$ cat src/rtl/registro_universal_n.sv
// Parametrised universal shift register: shift, rotate, load, hold and counted bursts.
// Optional revolution counter (VUELTAS) enabled by defining CUENTA_VUELTAS_EN.
module registro_universal_n #(
    parameter int WIDTH = 4,
    parameter int CNT_W = 4
) (
    input  logic             CLK,
    input  logic             RESET_L,
    input  logic             ENB,
    input  logic [1:0]       MODO,
    input  logic             DIR,
    input  logic             S_IN,
    input  logic [WIDTH-1:0] D,
    input  logic             START,
    input  logic [CNT_W-1:0] PASOS,
    output logic [WIDTH-1:0] Q,
    output logic             S_OUT,
    output logic             BUSY,
    output logic             DONE
`ifdef CUENTA_VUELTAS_EN
    ,
    output logic [7:0]       VUELTAS
`endif
);

    typedef enum logic {
        IDLE,
        RUN
    } state_t;

    state_t             state;
    logic [CNT_W-1:0]   cnt;
    logic [1:0]         lat_modo;
    logic               lat_dir;

    logic               run;
    logic [1:0]         eff_modo;
    logic               eff_dir;
    logic               starting;
    logic               step_en;
    logic [WIDTH-1:0]   nq;

    // Pick live or latched command and compute the next register value
    always_comb begin
        run      = (state == RUN);
        eff_modo = run ? lat_modo : MODO;
        eff_dir  = run ? lat_dir : DIR;
        starting = !run && START && !MODO[1];
        step_en  = ENB && !starting;
        nq       = Q;
        unique case (eff_modo)
            2'b00: nq = eff_dir ? {S_IN, Q[WIDTH-1:1]}
                                : {Q[WIDTH-2:0], S_IN};
            2'b01: nq = eff_dir ? {Q[0], Q[WIDTH-1:1]}
                                : {Q[WIDTH-2:0], Q[WIDTH-1]};
            2'b10: nq = D;
            2'b11: nq = Q;
        endcase
    end

    assign S_OUT = eff_dir ? Q[0] : Q[WIDTH-1];
    assign BUSY  = run;

    // Register contents, burst sequencing and the one-cycle DONE pulse
    always_ff @(posedge CLK or negedge RESET_L) begin
        if (!RESET_L) begin
            state    <= IDLE;
            Q        <= '0;
            cnt      <= '0;
            lat_modo <= 2'b00;
            lat_dir  <= 1'b0;
            DONE     <= 1'b0;
        end else begin
            DONE <= 1'b0;
            if (ENB) begin
                if (starting) begin
                    lat_modo <= MODO;
                    lat_dir  <= DIR;
                    cnt      <= PASOS;
                    if (PASOS != '0) begin
                        state <= RUN;
                    end else begin
                        DONE <= 1'b1;
                    end
                end else begin
                    Q <= nq;
                    if (run) begin
                        cnt <= cnt - 1'b1;
                        if (cnt == CNT_W'(1)) begin
                            state <= IDLE;
                            DONE  <= 1'b1;
                        end
                    end
                end
            end
        end
    end

`ifdef CUENTA_VUELTAS_EN
    localparam int PH_W = (WIDTH > 2) ? $clog2(WIDTH) : 1;
    localparam logic [PH_W-1:0] PH_MAX = PH_W'(WIDTH - 1);

    logic [PH_W-1:0] phase;
    logic [PH_W-1:0] ph_next;

    // Phase moves with rotate direction and wraps modulo WIDTH
    always_comb begin
        if (eff_dir) begin
            ph_next = (phase == '0) ? PH_MAX : phase - 1'b1;
        end else begin
            ph_next = (phase == PH_MAX) ? '0 : phase + 1'b1;
        end
    end

    // Count full revolutions; shifts and loads lose the alignment
    always_ff @(posedge CLK or negedge RESET_L) begin
        if (!RESET_L) begin
            phase   <= '0;
            VUELTAS <= 8'd0;
        end else if (step_en) begin
            unique case (eff_modo)
                2'b01: begin
                    phase <= ph_next;
                    if (ph_next == '0) begin
                        VUELTAS <= VUELTAS + 8'd1;
                    end
                end
                2'b11: phase <= phase;
                default: phase <= '0;
            endcase
        end
    end
`endif

endmodule

$ cat config.mk
export PLATFORM = sky130hd
export DESIGN_NAME = registro_universal_n
export DESIGN_NICKNAME = d
export VERILOG_FILES = /design/src/rtl/registro_universal_n.sv
export SDC_FILE = /design/constraint.sdc
export NUM_CORES = 1
export LEC_CHECK = 0
export ABC_AREA = 1
export CAP_MARGIN = 20
export CELL_PAD_IN_SITES_DETAIL_PLACEMENT = 2
export CELL_PAD_IN_SITES_GLOBAL_PLACEMENT = 2
export CORE_MARGIN = 1
export CORE_UTILIZATION = 25
export CTS_CLUSTER_DIAMETER = 120
export DETAILED_ROUTE_END_ITERATION = 7
export GPL_TIMING_DRIVEN = 1
export PLACE_DENSITY = 0.83
export SLEW_MARGIN = 10
export SYNTH_ARGS = -nofsm -noshare
export SYNTH_HDL_FRONTEND = slang
export SYNTH_SLANG_ARGS = --single-unit
$ cat constraint.sdc
create_clock -name CLK -period 4.35 [get_ports CLK]
set_input_delay 0.435 -clock CLK [delete_from_list [all_inputs] [get_ports CLK]]
set_output_delay 0.435 -clock CLK [all_outputs]
set_load 0.01 [all_outputs]
==> results.tsv <==
metric	value	unit
Critical Path RT	3.91	ns
Post-DP HPWL	2420	um
fin util	35.5	%
WP data arrival	1.83	ns
final worst slack	2.09	ns
Post-Synthesis Cells	130	
syn nets	151	
Pwr Density	589	nW/um^2
setup TNS	0	ns
Worst-path clk slew	0.09	ns
hold buffer count at CTS	0	
worst slew pin tran	0.651	ns
Yosys warnings	0	
fraction of power consumed by sequential logic	30.5	%
synthesized flop and latch total	13	
clk_lat worst skew	0.29	ns
Rel. slew slack	56.4	%
routed len/inst	14.0	um
sequential area share after synthesis	35.9	%
CP cell instances	clkdlybuf4s50_1, inv_1, nand2_1, nand3_1, nand2_1, clkdlybuf4s50_1	
CP max-delay cell	clkdlybuf4s50_1	
Slew Limit Fails	0	
total of max-cap violations	0	
Core ar.	3420	sq um
Worst path max stage delay	0.53	ns
CTS tree	built	
global-route wire length before repair	4850	um
HP Class	reg2reg	
DRC	0	
number of port buffers	22	
Power Total	0.713	mW
unrepaired setup endpoints after global routing	no	
number of global-route vias before repair	1052	
final std cells w/o fill	202	
synthesized cell area	907	sq um
top cells by area, synth	dfrtp_1, nand2_1, inv_1	
net switching power	0.331	mW
Placer Congestion	0.851	
post-cts repair resize count	0	
buffers and inverters on the worst path	3	
Fin Hold WS	0.483	ns
CP startpoint kind	primary input	
CTS Root Cell	clkbuf_4	
top cell type's share of synthesized area	35.9	%
H-tree levels	1	
CP top delay family	buffers and inverters	
Die Ht	62.2	um
Final Critical Period	2.26	ns
DRT iter0 DRCs	20	
Post-Place Cell Area	1180	sq um
P_int	0.382	mW
CP Max Fanout	2	
CTS Sinks	13	
placed cells	198	
Yosys top cell by area	dfrtp_1	
antenna violations before repair	0	
# IOs	23	
Setup Buffers After CTS	0	
syn_area_per_cell	6.98	sq um
cell leakage power	0.612	nW
final hold violations	0	
r2r setup slk	2.21	ns
Longest Clk Path Bufs	2	
fin crit share	52.0	%
critical path endpoint category	output port	
fmax	442	MHz
combinational share of power	58.4	%
clock skew	0.00972	ns
Area Growth Syn to Fin	33.5	%
Max VDD drop	0.208	mV
n_diodes	0	
wirelength, routed	2830	um
# rows	21	
layout net count	178	
vias after detailed routing	950	
Place WS	2.09	ns
fillers	420	
number of distinct library cells after synthesis	20	
status	finished, final reports clean	
design area	1210	sq um
initial core utilization	26.6	%
Congestion Overflow GR	0	
share of layout cells above drive strength 1	8.33	%
Worst Setup Path Type	in2out	
1st-pass router iterations	4	
DRT antenna net count	0	
Clk pwr share	11.0	%
total CTS buffers	3	
largest net degree at the start of global routing	14	
DIE AREA	3870	sq um
die width	62.2	um
final setup fails	0	
vias per inst	4.70	
total track usage	16.1	%
sw frac	46.4	%
-- kinds of logic after synthesis --
kind of cell | synth area share, %
AOI/OAI and AO/OA | 14.6
xor gates and xnor gates | 0.966
adders and majority gates | 6.90
buffers and inverters | 9.10
DFF | 35.9
and+or+nand+nor | 32.6
-- worst reg2reg max path: stages (launching register included) --
cell	delay, ns
dfrtp_1	0.52
inv_2	0.15
or2_2	0.29
o21ai_0	0.14
inv_1	0.12
ha_1	0.21
nor2_1	0.18
nand2_4	0.10
nor2_1	0.11
nand3_1	0.10
nand2_1	0.07
inv_1	0.04
-- layer usage --
metal,track usage (%),routed length (um),part of all wire (%)
met5,0,0,0
met4,6.10,29,1.0
met3,2.76,72,2.5
met2,30.2,1540,54
met1,17.8,1190,42
-- registers in the layout, summed over array words and instances (netlist names) --
signal / flops
Q: 4
cnt: 4
lat_modo: 2
BUSY: 1
DONE: 1
lat_dir: 1
-- placed cells by master (no fill, tap or decap), types with 4 or more instances in the layout --
master           instances
clkdlybuf4s50_1         22
nand3_1                 10
inv_1                   19
ha_1                     5
nor2_1                  16
a21oi_1                  5
o211ai_1                 4
dfrtp_1                 13
o21ai_0                  9
nand2_1                 35
-- area by class of cell --
cell class | instances | area [sq um] | share of cell area, %
tap | 46 | 57.6 | 4.75
timing repair buffer | 22 | 220 | 18.2
clock buffer | 4 | 26.3 | 2.17
multi-input combinational | 95 | 499 | 41.2
sequential | 13 | 325 | 26.9
inverter | 22 | 82.6 | 6.82
-- worst paths after layout --
check,start,endpoint,cells after the start
max,DIR,S_OUT,6
min,lat_modo[0],lat_modo[0],2
max reg2reg,BUSY,Q[3],11
min reg2reg,lat_modo[0],lat_modo[0],2
max in group asynchronous,RESET_L,DONE,1
min in group asynchronous,RESET_L,cnt[2],1
-- cell usage after synthesis, drive strengths merged --
cell type	instances
nand2	38
inv	22
nor2	17
dfrtp	13
nand3	10
o21ai	10
a21oi	6
ha	5
o211ai	4
or2	2
nand4	1
o21bai	1
xnor2	1
-- power by group through the flow --
stage / combinational, mW / sequential (mW) / clock [mW]
6_report: 0.416 / 0.218 / 0.0787
5_1_grt: 0.470 / 0.225 / 0.0867
4_1_cts: 0.428 / 0.219 / 0.0828
3_5_place_dp: 0.428 / 0.221 / 0
3_3_place_gp: 0.392 / 0.217 / 0
2_1_floorplan: 0.254 / 0.216 / 0
Power figures use the tool's default switching activity.
==> patch (same settings) <==
Build with the macro `CUENTA_VUELTAS_EN` defined.
--- a/src/rtl/registro_universal_n.sv
+++ b/src/rtl/registro_universal_n.sv
@@ -1,5 +1,7 @@
 // Parametrised universal shift register: shift, rotate, load, hold and counted bursts.
 // Optional revolution counter (VUELTAS) enabled by defining CUENTA_VUELTAS_EN.
+`define CUENTA_VUELTAS_EN
+
 module registro_universal_n #(
     parameter int WIDTH = 4,
     parameter int CNT_W = 4
Behaviour (old outputs only; new: VUELTAS): unchanged (Yosys induction, for registers that start in step).
==> patch against the original RTL <==
Final area rose by 66%. Sequential cell count rose by 10. Sequential power rose by 61%. Clock power rose by 77%. Area after synthesis rose by 73%. Critical path depth fell by 1. Worst setup slack got worse by 0.037 ns. Wire length rose by 75%. Power rose by 52%.
==> patch: results <==
group,metric,value,unit
outcome,status,"complete, no violations",
cts,htree_levels,1,
power_and_ir_drop,ir_worst_vdd,0.176,mV
place,preCtsSetupSlack,2.08,ns
yosys,synth_warnings,0,
detailed_routing,dr.first_iter.drc_count,92,
cts,root_buffer,"clkbuf_8",
yosys,synthFlopType,"dfrtp_1",
place,place_area,1970,µm²
yosys,synth.top_cells.by_count,"nand2_1, inv_1, nand3_1, dfrtp_1, nor2_1",
min_path,hp-class,"reg -> reg",
cts,cts_setup_buffers,0,
global_route,grt_max_degree,24,
cts,clkTransAtPathRegs,0.09,ns
yosys,ys_async_sr_fraction,100,%
power_and_ir_drop,p_clk_share,12.8,%
global_route,grt_pass1_wl,8.36,mm
worst_setup_path,arrival,1.86,ns
detailed_routing,num_vias,1533,
cts,cts_resized,0,
place,dp.cells,327,
yosys,ys_types,23,
layout,diodes,0,
yosys,syn-num-nets,246,
layout,drive_above_1_share,7.03,%
yosys,synthCells,222,
sta,slew-limit-headroom,68.2,%
sta,clock_skew,0.00851,ns
global_route,antenna_found_initial,0,
layout,top_regs,"VUELTAS: 8 flops, Q: 4 flops, cnt: 4 flops",
detailed_routing,vias_per_cell,4.63,
cts,cts_buffers,3,
layout,layout.nets,281,
power_and_ir_drop,p_leak,1.08,nW
layout,n_fill_cell,701,
power_and_ir_drop,power_switching,0.505,mW
power_and_ir_drop,p_seq,0.350,mW
power_and_ir_drop,clk-power,0.139,mW
global_route,grt_usage,16.8,%
place,dp_hpwl,3.59,mm
yosys,yosysSeqAreaShare,36.6,%
cts,clockBufferDepth,2,
cts,clk-insertion-delay-late,0.27,ns
detailed_routing,dr.pass1.iters,4,
global_route,grt_pass1_vias,1678,
place,numPortBuffers,30,
place,gp_congestion,0.839,
detailed_routing,wire_per_inst,14.9,µm
worst_setup_path,cp_max_fo,8,
yosys,ys_top_cells_by_area,"dfrtp_1, nand2_1, inv_1",
patch: cell types whose count changed after synthesis, moves of 10 or more:
cell	change
nand3_1	+16
nand2_1	+36
dfrtp_1	+10
inv_1	+16
patch: routing by layer:
| metal | routed length, µm | vias up | share of wire (%) | global-route usage (%) |
|---|---|---|---|---|
| met1 | 2330 | 754 | 47 | 22.0 |
| met5 | 0 | - | 0 | 0 |
| li1 | - | 757 | - | - |
| met4 | 43 | 0 | 0.87 | 5.54 |
| met2 | 2500 | 18 | 51 | 28.8 |
| met3 | 67 | 4 | 1.4 | 1.35 |
patch: worst max-delay path, stage by stage, from the launching register on:
cell             delay, ns
dfrtp_1               0.52
inv_2                 0.18
nand2_4               0.14
nand3_1               0.12
nand2_1               0.10
clkdlybuf4s50_1       0.53
patch: logic make-up (layout without fill, tap and decap cells):
kind of cell,Yosys count,after routing,share of synthesized area (%)
XOR/XNOR,4,4,2.23
AO/OA/AOI/OAI,18,18,6.92
AND/OR/NAND/NOR,132,132,38.8
flip-flops,23,23,36.6
adder cells (fa/ha/maj),8,8,6.36
buffers and inverters,37,71,9.07
patch: final timing paths:
path                                  start          end  slack [ns]  cells past startpoint
worst min-delay path            lat_modo[1]  lat_modo[1]        0.48                      2
worst min register to register  lat_modo[1]  lat_modo[1]        0.48                      2
min in group asynchronous           RESET_L         Q[3]        0.53                      2
worst max register to register         BUSY         Q[3]        2.14                     11
worst max-delay path                   BUSY        S_OUT        2.05                      5
max in group asynchronous           RESET_L   VUELTAS[1]        3.56                      2
patch: cell type report:
type                            count  area (µm²)  area share, %
Clock inverter                      1        5.00          0.249
Tap cell                           75        93.8           4.66
Sequential cell                    23         576           28.6
Multi-Input combinational cell    162         855           42.4
Inverter                           36         135           6.71
Timing Repair Buffer               31         308           15.3
Clock buffer                        3        41.3           2.05
